--- config.mk ---
export PLATFORM = sky130hd
export DESIGN_NAME = tdm_mux_8x1
export DESIGN_NICKNAME = d
export VERILOG_FILES = /design/src/rtl/tdm_mux_8x1.sv
export SDC_FILE = /design/constraint.sdc
export NUM_CORES = 1
export LEC_CHECK = 0
export ABC_CLOCK_PERIOD_IN_PS = 1600
export CORE_MARGIN = 4
export CORE_UTILIZATION = 46
export CTS_CLUSTER_DIAMETER = 200
export DETAILED_ROUTE_END_ITERATION = 10
export PLACE_DENSITY = 0.85
export SKIP_CTS_REPAIR_TIMING = 1
export SLEW_MARGIN = 0
export SYNTH_ARGS = -nofsm -noshare
export SYNTH_HDL_FRONTEND = slang
export SYNTH_SLANG_ARGS = --single-unit
--- constraint.sdc ---
create_clock -name clk -period 1.6 [get_ports clk]
set_input_delay 0.24 -clock clk [delete_from_list [all_inputs] [get_ports clk]]
set_output_delay 0.24 -clock clk [all_outputs]
set_load 0.05 [all_outputs]
--- src/rtl/tdm_mux_8x1.sv ---
`default_nettype none
// ============================================================================
//  Module      : tdm_mux_8x1
//  Description : 8-to-1 time-division multiplexer. On a frame request it
//                snapshots eight data bits and eight slot enables, then emits
//                the enabled slots in ascending order, one per clock, with no
//                gap cycles for disabled slots. The slot index is output so a
//                far-end 1x8 demux can steer each bit.
//  Revision    : 1.0  initial release
// ----------------------------------------------------------------------------
//  Parameters
//    CONT   1 = re-capture d/m after the last slot and keep framing,
//           0 = one frame per start request
//  Ports
//    clk          in   rising-edge clock
//    rst          in   asynchronous active-high reset
//    d7..d0       in   channel data, slot k carries dk
//    m7..m0       in   slot enables, slot k sent only when mk=1
//    start        in   frame request, honoured in IDLE only
//    abort        in   synchronous frame cancel
//    out          out  serialized data bit
//    s2,s1,s0     out  current slot index (s2 is MSB)
//    valid        out  out/s2..s0 carry a live slot this cycle
//    busy         out  frame in progress
//    done         out  one-cycle pulse with the last slot of a frame
// ============================================================================
module tdm_mux_8x1 #(
   parameter bit CONT = 1'b0
) (
   input  logic clk,
   input  logic rst,
   input  logic d7, input logic d6, input logic d5, input logic d4,
   input  logic d3, input logic d2, input logic d1, input logic d0,
   input  logic m7, input logic m6, input logic m5, input logic m4,
   input  logic m3, input logic m2, input logic m1, input logic m0,
   input  logic start,
   input  logic abort,
   output logic out,
   output logic s2,
   output logic s1,
   output logic s0,
   output logic valid,
   output logic busy,
   output logic done
);

   localparam logic [0:0] IDLE = 1'b0;
   localparam logic [0:0] SEND = 1'b1;

   // Index of the lowest set bit (0 when the mask is empty).
   function automatic logic [2:0] lowest_set(input logic [7:0] msk);
      lowest_set = 3'd0;
      for (int i = 7; i >= 0; i--) begin
         if (msk[i]) lowest_set = 3'(i);
      end
   endfunction

   // The part of msk strictly above slot k.
   function automatic logic [7:0] bits_above(input logic [7:0] msk, input logic [2:0] k);
      bits_above = 8'd0;
      for (int i = 0; i < 8; i++) begin
         if (i > int'(k)) bits_above[i] = msk[i];
      end
   endfunction

   logic [0:0] r_state;
   logic [7:0] r_snap_d;
   logic [7:0] r_snap_m;
   logic [2:0] r_slot;
   logic       r_out;
   logic       r_valid;
   logic       r_done;

   logic [7:0] w_live_d;
   logic [7:0] w_live_m;
   logic [2:0] w_first;
   logic       w_first_last;
   logic [7:0] w_rest;
   logic [2:0] w_next;
   logic       w_next_last;

   logic [0:0] w_state_n;
   logic [7:0] w_snap_d_n;
   logic [7:0] w_snap_m_n;
   logic [2:0] w_slot_n;
   logic       w_out_n;
   logic       w_valid_n;
   logic       w_done_n;

   assign w_live_d = {d7, d6, d5, d4, d3, d2, d1, d0};
   assign w_live_m = {m7, m6, m5, m4, m3, m2, m1, m0};

   // First slot of a fresh capture, and whether it is also the last one.
   assign w_first      = lowest_set(w_live_m);
   assign w_first_last = (bits_above(w_live_m, w_first) == 8'd0);

   // Next slot of the running frame; w_rest empty means the current slot
   // is the final one.
   assign w_rest      = bits_above(r_snap_m, r_slot);
   assign w_next      = lowest_set(w_rest);
   assign w_next_last = (bits_above(r_snap_m, w_next) == 8'd0);

   always_comb begin
      // Default: idle outputs with the snapshot cleared.
      w_state_n  = IDLE;
      w_snap_d_n = 8'd0;
      w_snap_m_n = 8'd0;
      w_slot_n   = 3'd0;
      w_out_n    = 1'b0;
      w_valid_n  = 1'b0;
      w_done_n   = 1'b0;

      case (r_state)
         IDLE: begin
            // abort outranks start even while idle
            if (!abort && start && (w_live_m != 8'd0)) begin
               w_state_n  = SEND;
               w_snap_d_n = w_live_d;
               w_snap_m_n = w_live_m;
               w_slot_n   = w_first;
               w_out_n    = w_live_d[w_first];
               w_valid_n  = 1'b1;
               w_done_n   = w_first_last;
            end
         end
         SEND: begin
            if (abort) begin
               w_state_n = IDLE;
            end else if (w_rest != 8'd0) begin
               w_state_n  = SEND;
               w_snap_d_n = r_snap_d;
               w_snap_m_n = r_snap_m;
               w_slot_n   = w_next;
               w_out_n    = r_snap_d[w_next];
               w_valid_n  = 1'b1;
               w_done_n   = w_next_last;
            end else if (CONT && (w_live_m != 8'd0)) begin
               // Back-to-back frame: fresh snapshot, no idle cycle.
               w_state_n  = SEND;
               w_snap_d_n = w_live_d;
               w_snap_m_n = w_live_m;
               w_slot_n   = w_first;
               w_out_n    = w_live_d[w_first];
               w_valid_n  = 1'b1;
               w_done_n   = w_first_last;
            end
         end
         default: w_state_n = IDLE;
      endcase
   end

   always_ff @(posedge clk or posedge rst) begin
      if (rst) begin
         r_state  <= IDLE;
         r_snap_d <= 8'd0;
         r_snap_m <= 8'd0;
         r_slot   <= 3'd0;
         r_out    <= 1'b0;
         r_valid  <= 1'b0;
         r_done   <= 1'b0;
      end else begin
         r_state  <= w_state_n;
         r_snap_d <= w_snap_d_n;
         r_snap_m <= w_snap_m_n;
         r_slot   <= w_slot_n;
         r_out    <= w_out_n;
         r_valid  <= w_valid_n;
         r_done   <= w_done_n;
      end
   end

   assign out   = r_out;
   assign s2    = r_slot[2];
   assign s1    = r_slot[1];
   assign s0    = r_slot[0];
   assign valid = r_valid;
   assign busy  = (r_state == SEND);
   assign done  = r_done;

endmodule
`default_nettype wire

* After elaboration in Yosys (flattened, before gate mapping) *
Cells that the tools add are included.

storage, ports and cells
  register bits = 22
  bits in latches = 0
  memory bits (writable) = 0
  ROM bits = 0
  word-level logic and storage cells = 100
  memories = 0

cells by class
  add/sub/neg operators = 0
  $mul = 0
  divide/modulo/power cells = 0
  magnitude comparators = 23
  equal/unequal tests = 1
  shift operators = 0
  muxes and demuxes = 62
  bitwise operators = 1
  reductions and logical operators = 7

operators by type and width
  kind                count
  $mux 3              18
  $gt 3x3->1 const A  12
  $mux 1              32
  $mux 8              4
  $pmux 8 s2          2
  $gt 2x3->1 const A  6
  $reduce_bool 8->1   2
  $logic_not 7->1     2
  $gt 1x3->1 const A  3
  $lt 3x4->1 const B  2
  $bmux 1 s3          2
  $pmux 1 s2          3
  $pmux 3 s2          1
  $ne 3x3->1 const B  1
  $logic_and 1x1->1   2
  $logic_not 1->1     1
  $not 1->1           1

* Depth between registers and ports, before layout *
  word-level depth = 15
  depth in mapped cells = 8

* Least setup slack after synthesis *
Ideal clock, no wire load.

  kind = flip-flop to flip-flop
  start = reg r_slot[2]
  end = reg r_out, in the netlist out
  library setup time = 0.124 ns
  data arrival time = 1.988 ns
  data required time = 1.476 ns
  slack = -0.512 ns
  stages on the path, launching flop included = 8
  path buffers = 1
  cell sequence = dfrtp_1 buf_2 o2bb2ai_1 nand4_4 and3_4 a221oi_2 a2111oi_2 a211o_1

between the ends
  longest elaborated chain between the ends = 14
  elaborated cells between the ends (all ways) = 27
  those cells by class = order compare (7); mux (19); reduce/logical (1)

RTL lines
  item                          RTL line  text
  start: declaration            69        logic [2:0] r_slot;
  start signal: assignment      165       r_slot <= w_slot_n;
  $gt 3x3->1                    62        if (i > int'(k)) bits_above[i] = msk[i];
  $mux 1                        62
  $mux 3 (7 in a row)           54        if (msk[i]) lowest_set = 3'(i);
  $bmux 1 s3                    134       w_out_n = r_snap_d[w_next];
  $mux 1 (implied by the code)  134
  $mux 1 (*)                    129       end else if (w_rest != 8'd0) begin
  $mux 1 (*)                    127       if (abort) begin
  $pmux 1 s2 (*)                113       case (r_state)
  named net w_out_n             86        logic w_out_n;
  end signal: assignment        166       r_out <= w_out_n;
  end: declaration              70        logic r_out;

The timed path passes the listed nets; every way through them passes the cells marked *. The select of a mux whose other input is x is not followed.
A chain may end at the register's enable or synchronous reset.

* Final worst setup path *
  start = reg r_slot[1]
  end = reg r_out, in the netlist out

Same word-level chain as after synthesis.

==> metrics.txt <==
Net Switching=0.0005063 W; Die Area=3909 sq um; DRC violations left=0; final worst slack=-0.3194 ns; met3 routed WL=272 um; hold crit path type=in -> async; final worst path period need=1.919 ns; largest cells by area after synthesis=dfrtp_1 (37%), a22o_1 (8.3%), mux2i_1 (3.7%); number of synthesized flops with an enable pin=0; GRT Overall Usage=0.2180; area grow syn2layout=53.43%; failing checks=setup timing; Comb pwr share=0.382; fin crit share=1.200; layout cells sized above 1=0.4067; First DRT Iteration DRCs=119; mapped cell area=1368 sq um; CTS Sinks=20; Yosys cell types=49; Clock Latency Late Sink=0.30 ns; Worst-Margin Slew=0.5180 ns; outcome=complete, but fails checks; Pleak=0.9600 nW; largest net degree at the start of global routing=21; Pwr Density=758.2 nW/um^2; CP Capture Type=flip-flop; clock buffer count from CTS=3; port buffer count=26; Internal=0.001085 W; skew final=0.009843 ns; CP Class=reg -> reg; via count=1517; leading area contributor after synthesis=dfrtp_1; Clock Power Share=0.259; Synth top area share=0.3660; die height=62.53 um; Main synth FF type=dfrtp_1; Routed WL=4.394 mm; top cells by count, synth=dfrtp_1 (20), a22o_1 (13), nor2_1 (11), a21oi_1 (9); Final Hold Vio Count=0; grt ovf=0; count leader, synth=dfrtp_1; Post-synth ARST share=1.000; WL met2=2.173 mm; # IOs=27; RePlAce Congestion=0.9280; CTS max path bufs=2; Seq/Total Area, Yosys=0.3660; Util after Layout=0.7480; wl on met1=1.824 mm; first-pass GRT wire length=6.879 mm; H-tree Lvls=1; Final ANT Viol Nets=0; core footprint=2805 sq um; maximum vdd drop=453.9 uV; worst-path fanout max=7; uppermost layer routed=met4; post-DP HPWL=3.311 mm; Post-Syn Instances=143; Setup violations, final=18; # diodes=0; fmax=0.5210 GHz; TritonCTS clock tree=done; number of global-route vias before repair=1488; Arrival @ worst endpoint=2.12 ns; Wirelength per Cell=18.31 um; cell chain of the critical path=or3b_4 > a31oi_4 > mux2i_2 > o31ai_2 > a211o_1; Worst path max stage delay=0.49 ns; headroom to the max-slew limit=0.6539; Req. time, crit path=1.80 ns; floorplan row count=19; Filler cells=200; root buf cell=clkbuf_4; Worst-path clk slew=0.12 ns; Yosys reg bits=20; CP max-delay cell=dfrtp_2; CP Launch Type=flip-flop; Initial Utilization=0.4875; register share of total power=0.360; Switching Fraction=0.3182; Post-Syn Area per Cell=9.563 sq um; Max Cap Violations=0; Pre-antenna DRT Iters=4; max-slew violations=0; RSZ-0062 raised after global routing=yes; final net count=230; vias per cell=6.321; die width=62.53 um; synth warn=0; Syn Nets=163; antenna violations before repair=0; Setup TNS Final=-2.011 ns
registers in the layout, summed over array words and instances (netlist names):
signal	cells
done	1
out	1
r_slot	3
r_snap_d	7
r_snap_m	7
valid	1
logic make-up (layout without fill, tap and decap cells):
logic type / after synthesis / after routing / synth area share
AO/OA/AOI/OAI: 62 / 63 / 0.3495
AND/OR/NAND/NOR: 43 / 43 / 0.1958
flip-flops: 20 / 20 / 0.3660
buffers and inverters: 12 / 77 / 0.04391
multiplexers: 6 / 6 / 0.04483
layer usage:
metal / GRT usage / vias to the layer above
met5: 0 / -
met4: 0.09091 / 0
met3: 0.02878 / 14
met2: 0.3888 / 81
met1: 0.2619 / 730
li1: - / 692
stage by stage:
stage               cells  hold WS [ns]  worst slack (ns)  cell area [sq um]  power [W]
global route          240        0.2484           -0.3638               2098   0.001665
floorplan             143        0.2036           -0.3568               1396  0.0008817
global placement      231        0.4806           -0.4734               1938   0.001104
CTS                   235        0.2522           -0.3356               1991   0.001531
finish                240        0.2440           -0.3194               2098   0.001591
detailed placement    231        0.5010           -0.6674               1938   0.001121
power groups by stage:
| stage | combinational [W] | clock, W | sequential [W] |
|---|---|---|---|
| detailed placement | 0.000544 | 0 | 0.000578 |
| floorplan | 0.000269 | 0 | 0.000613 |
| CTS | 0.000546 | 0.000417 | 0.000568 |
| finish | 0.000607 | 0.000411 | 0.000572 |
| global placement | 0.000528 | 0 | 0.000576 |
| global route | 0.000647 | 0.000442 | 0.000576 |
final timing paths:
path	from	end	slack, ns	cells after the start
setup / recovery	r_slot[1]$_DFF_PP0_	out$_DFF_PP0_	-0.32	5
hold reg to reg	r_snap_d[1]$_DFFE_PP0P_	r_snap_d[1]$_DFFE_PP0P_	0.53	2
hold / removal	rst	r_slot[2]$_DFF_PP0_	0.24	3
max in group asynchronous	rst	r_slot[0]$_DFF_PP0_	1.11	3
min in group clk	d1	r_snap_d[1]$_DFFE_PP0P_	0.51	3
setup reg to reg	r_slot[1]$_DFF_PP0_	out$_DFF_PP0_	-0.32	5
cell type report:
type                    count  area (sq um)  share of cell area
flip-flops and latches     20         504.2              0.2403
well taps                  31         38.79             0.01849
repair buffers             69         594.3              0.2832
clock inverters             1         30.03             0.01431
multi-input cells         112         893.4              0.4258
inverters                   4         15.01            0.007156
clock buffers               3         22.52             0.01073
worst max-delay path: cells and delay by family, from the launching register on:
| kind | cells | cell delay [ns] |
|---|---|---|
| and+or+nand+nor | 1 | 0.46 |
| AOI/OAI and AO/OA | 3 | 0.61 |
| DFF | 1 | 0.49 |
| muxes | 1 | 0.27 |
layout by cell type (no fill, tap or decap), types with 2 or more instances in the layout:
cell type	instances
clkbuf_4	3
o21ai_1	5
a211o_1	3
nor4_1	2
nand2_1	4
nand3_1	3
a21o_1	2
o21bai_2	2
clkdlybuf4s50_1	19
a22o_1	13
a21boi_2	2
mux2i_1	4
dfrtp_2	3
nand2b_1	5
inv_1	3
buf_4	47
dfrtp_1	17
nor3_1	2
nor2_1	10
nor4_2	2
o21bai_1	2
nor3b_1	2
buf_12	2
a21oi_1	9
o21a_1	2
nor2b_1	3
o22ai_1	2
o21ai_0	3
Power figures use the tool's default switching activity.
